==> src/rtl/serializer_pkg.sv <==
// Shared types and defaults for the serial-in capture block.
package serializer_pkg;

  localparam int WIDTH_DEFAULT = 8;

  typedef enum logic {IDLE, SHIFT} ser_state_e;

endpackage

==> src/rtl/serializer_in.sv <==
// Serial-in / parallel-out capture: start_i marks the MSB of a WIDTH-bit frame.
// data_o is only written on the edge that samples the LSB, so a partially
// assembled word is never exposed.
module serializer_in
  import serializer_pkg::*;
#(
  parameter int WIDTH = WIDTH_DEFAULT
) (
  input  logic             clk_i,
  input  logic             rst_i,
  input  logic             start_i,
  input  logic             data_i,
  output logic [WIDTH-1:0] data_o
);

  localparam int             CW   = $clog2(WIDTH) + 1;
  localparam logic [CW-1:0]  LAST = CW'(WIDTH - 1);

  ser_state_e       state_q, state_d;
  logic [WIDTH-1:0] sr_q, sr_d;
  logic [CW-1:0]    cnt_q, cnt_d;
  logic [WIDTH-1:0] dout_q, dout_d;

  // Next-state and datapath: data_i is only looked at on a start edge or
  // inside a frame, so X on the idle line cannot reach any state.
  always_comb begin
    state_d = state_q;
    sr_d    = sr_q;
    cnt_d   = cnt_q;
    dout_d  = dout_q;
    case (state_q)
      IDLE: begin
        if (start_i) begin
          sr_d    = {{(WIDTH-1){1'b0}}, data_i};
          cnt_d   = CW'(1);
          state_d = SHIFT;
        end
      end
      SHIFT: begin
        // start_i is deliberately ignored here: no mid-word restart.
        sr_d  = {sr_q[WIDTH-2:0], data_i};
        cnt_d = cnt_q + CW'(1);
        if (cnt_q == LAST) begin
          dout_d  = {sr_q[WIDTH-2:0], data_i};
          cnt_d   = '0;
          state_d = IDLE;
        end
      end
      default: state_d = IDLE;
    endcase
  end

  // State registers; reset wins over everything and clears the output word.
  always_ff @(posedge clk_i) begin
    if (rst_i) begin
      state_q <= IDLE;
      sr_q    <= '0;
      cnt_q   <= '0;
      dout_q  <= '0;
    end else begin
      state_q <= state_d;
      sr_q    <= sr_d;
      cnt_q   <= cnt_d;
      dout_q  <= dout_d;
    end
  end

  assign data_o = dout_q;

endmodule

==> config.mk <==
export PLATFORM = sky130hd
export DESIGN_NAME = serializer_in
export DESIGN_NICKNAME = d
export VERILOG_FILES = /design/src/rtl/serializer_pkg.sv /design/src/rtl/serializer_in.sv
export SDC_FILE = /design/constraint.sdc
export NUM_CORES = 1
export LEC_CHECK = 0
export ABC_AREA = 1
export BUFFER_PORTS_ARGS = -buffer_cell sky130_fd_sc_hd__buf_4
export CORE_MARGIN = 5
export CORE_UTILIZATION = 56
export DETAILED_ROUTE_END_ITERATION = 8
export HOLD_SLACK_MARGIN = 0.12
export PLACE_DENSITY = 0.82
export SYNTH_ARGS = -nofsm -noshare
export SYNTH_HDL_FRONTEND = slang
export SYNTH_SLANG_ARGS = --single-unit
==> constraint.sdc <==
create_clock -name clk_i -period 2.74 [get_ports clk_i]
set_clock_uncertainty 0.05 [all_clocks]
set_input_delay 0.548 -clock clk_i [delete_from_list [all_inputs] [get_ports clk_i]]
set_output_delay 0.548 -clock clk_i [all_outputs]
set_load 0.02 [all_outputs]
==> flow_summary.yaml <==
floorplanning:
  core_area_um2: 1320
  start_util_pct: 59.4
  die_area_um2: 2250
  num_rows: 13
  num_io_pins: 12
  die_w_um: 47.4
  fp.dieH_um: 47.4
routing:
  drt-initial-drc-count: 21
  routed_wl_um: 1380
  vias_per_cell: 5.21
  dr.pass1.iters: 4
  drc: 0
  wl_per_cell_um: 11.3
  postRouteAntennaNets: 0
  vias: 636
synth:
  post_synth_num_cell_types: 18
  yosysTopAreaCell: "dfxtp_1"
  avgSynthCellArea_um2: 7.99
  syn-num-nets: 103
  yosysWarnings: 0
  syn_inst: 98
  yosysTopAreaCellShare_pct: 51.1
  synth_seq_cells: 20
  ys_seq_area_share_pct: 51.1
  syn_area_um2: 783
  synth.top_cells.by_area: "dfxtp_1 51%, nand2_1 12%, a21oi_1 12%"
final_layout:
  final_cell_mix: "26 x nand2_1, 20 x dfxtp_1, 19 x a21oi_1, 11 x buf_4, 10 x nand3_1"
  final_util_pct: 66.9
  n_antenna_cell: 0
  syn_to_final_growth_pct: 12.5
  regArea_um2: 400
  multi_input_area_um2: 324
  fill_cells: 114
  layout-drive-gt1-share_pct: 17.8
  final_nets: 113
  final_common_cell: "nand2_1"
critical_path:
  cp.arrival_ns: 1.83
  worstSetupPathType: "flip-flop to flip-flop"
  critPathLaunchType: "flip-flop"
  r2r-start: "state_q$_SDFF_PP0_"
  critPathRequiredTime_ns: 2.86
  cp_max_fo: 21
  end_kind: "flip-flop"
  r2r-end: "cnt_q[0]$_SDFFE_PP0P_"
  r2r_setup_slack_ns: 1.03
  reg2regPathDepth: 4
placed_design:
  port-buffer-count: 11
  place_congestion: 0.774
  dp_hpwl_um: 962
grt:
  antenna_found_initial: 0
  grt_start_max_net_pins: 22
  grt_pass1_vias: 578
  grt_pass1_wl_um: 2410
  gr-usage-all-layers_pct: 15.5
  overflow: 0
power_and_ir_drop:
  p_leak_nw: 0.336
  ir_worst_vdd_mv: 0.377
  power.switching_uw: 107
  p_int_uw: 384
  comb_power_share_pct: 4.2
  p_clk_share_pct: 33.7
  swShare_pct: 21.7
  p_total_uw: 491
  seqPwrFrac_pct: 62.0
  power.density_nw_per_um2: 557
timing:
  fin_crit_sh_pct: 62.6
  hold_violations: 0
  relSlewSlack_pct: 56.4
  max_slew.worst_pin.slew_ns: 0.653
  clock.fmax_mhz: 583
  finalSetupTns_ns: 0
  slew_viol_final: 0
  setup_viol: 0
  rsz0062_at_grt: "no"
  fin_crit_ns: 1.71
clock_network:
  cts_tree: "built"
  cts_resized: 0
  cts-htree-levels: 1
  cts.sinks: 20
  cts_made_buffers: 3
  cts_root_buf: "clkbuf_4"
  cts-hold-fix-buffers: 0
  clk_pin_slew_ns: 0.11
  cts_max_path_buffers: 2
  clk_latency_ns: 0.29
  post_cts_buffers: 0
outcome:
  status: "finished clean"
worst_hold_path:
  worstHoldPathType: "flip-flop to flip-flop"
  min_from: "data_o[5]$_SDFFE_PP0P_"
  holdPathStages: 2
  holdPathEnd: "data_o[5]$_SDFFE_PP0P_"
flow_run:
  drv_cap: 0
## cells in the mapped netlist
master	n
nor2_4	1
nand3_1	10
inv_1	5
nand3_2	1
buf_6	1
o21ai_0	2
nand4_1	1
buf_2	2
buf_1	1
a21oi_1	19
dfxtp_1	20
ha_1	1
nand2_1	26
nor2_1	3
buf_4	1
clkbuf_4	1
nand2_2	2
a22oi_1	1
## state kept, by name, indices dropped and copies added, names as in the netlist
name     count
sr_q         7
data_o       8
state_q      1
cnt_q        4
## layout make-up
type	count	share of cell area, %
inverter	5	2.13
multi-input combinational	67	36.8
clock buffer	4	4.12
tap	15	2.13
timing repair buffer	11	9.37
sequential	20	45.5
## cells by family after synthesis
family | Yosys count | synth area share [%]
adder cells (fa/ha/maj) | 1 | 1.60
flip-flops | 20 | 51.1
AO/OA/AOI/OAI | 22 | 14.4
buffers and inverters | 11 | 7.51
AND/OR/NAND/NOR | 44 | 25.4
## routing by layer
layer	up-vias	routed length (um)	GRT usage (%)
li1	339	-	-
met1	280	612	19.7
met2	13	663	23.3
met3	4	79	3.45
met4	0	23	9.94
met5	-	0	0
## per-stage QoR
step / setup WS (ns) / cell area (um2) / instances / hold WS [ns]
after floorplan: 1.51 / 783 / 98 / 0.400
after global routing: 0.817 / 881 / 122 / 0.437
final: 1.03 / 881 / 122 / 0.414
after CTS: 1.03 / 881 / 122 / 0.419
after detailed placement: 1.00 / 845 / 118 / 0.404
after global placement: 1.08 / 845 / 118 / 0.399
## worst max-delay path, cell delays in order, from the launching register on
cell	delay, ns
dfxtp_1	0.53
nor2_1	0.59
inv_1	0.17
o21ai_0	0.19
a21oi_1	0.05
## worst max-delay path by stage
| stage | start | slack (ns) | depth (start not counted) | to |
|---|---|---|---|---|
| 2_1_floorplan | rst_i | 1.51 | 3 | sr_q[1]$_SDFFE_PP0P_ |
| 3_3_place_gp | start_i | 1.08 | 5 | cnt_q[0]$_SDFFE_PP0P_ |
| 3_5_place_dp | start_i | 1.00 | 5 | cnt_q[0]$_SDFFE_PP0P_ |
| 4_1_cts | state_q$_SDFF_PP0_ | 1.03 | 4 | cnt_q[0]$_SDFFE_PP0P_ |
| 5_1_grt | state_q$_SDFF_PP0_ | 0.82 | 4 | cnt_q[0]$_SDFFE_PP0P_ |
| 6_report | state_q$_SDFF_PP0_ | 1.03 | 4 | cnt_q[0]$_SDFFE_PP0P_ |
## power groups by stage
| stage | clock, mW | sequential [mW] | combinational, mW |
|---|---|---|---|
| CTS | 0.173 | 0.304 | 0.0210 |
| floorplan | 0 | 0.305 | 0.0221 |
| global route | 0.188 | 0.306 | 0.0239 |
| global placement | 0 | 0.311 | 0.0196 |
| finish | 0.166 | 0.305 | 0.0209 |
| detailed placement | 0 | 0.311 | 0.0208 |
(Power assumes the default switching activity.)
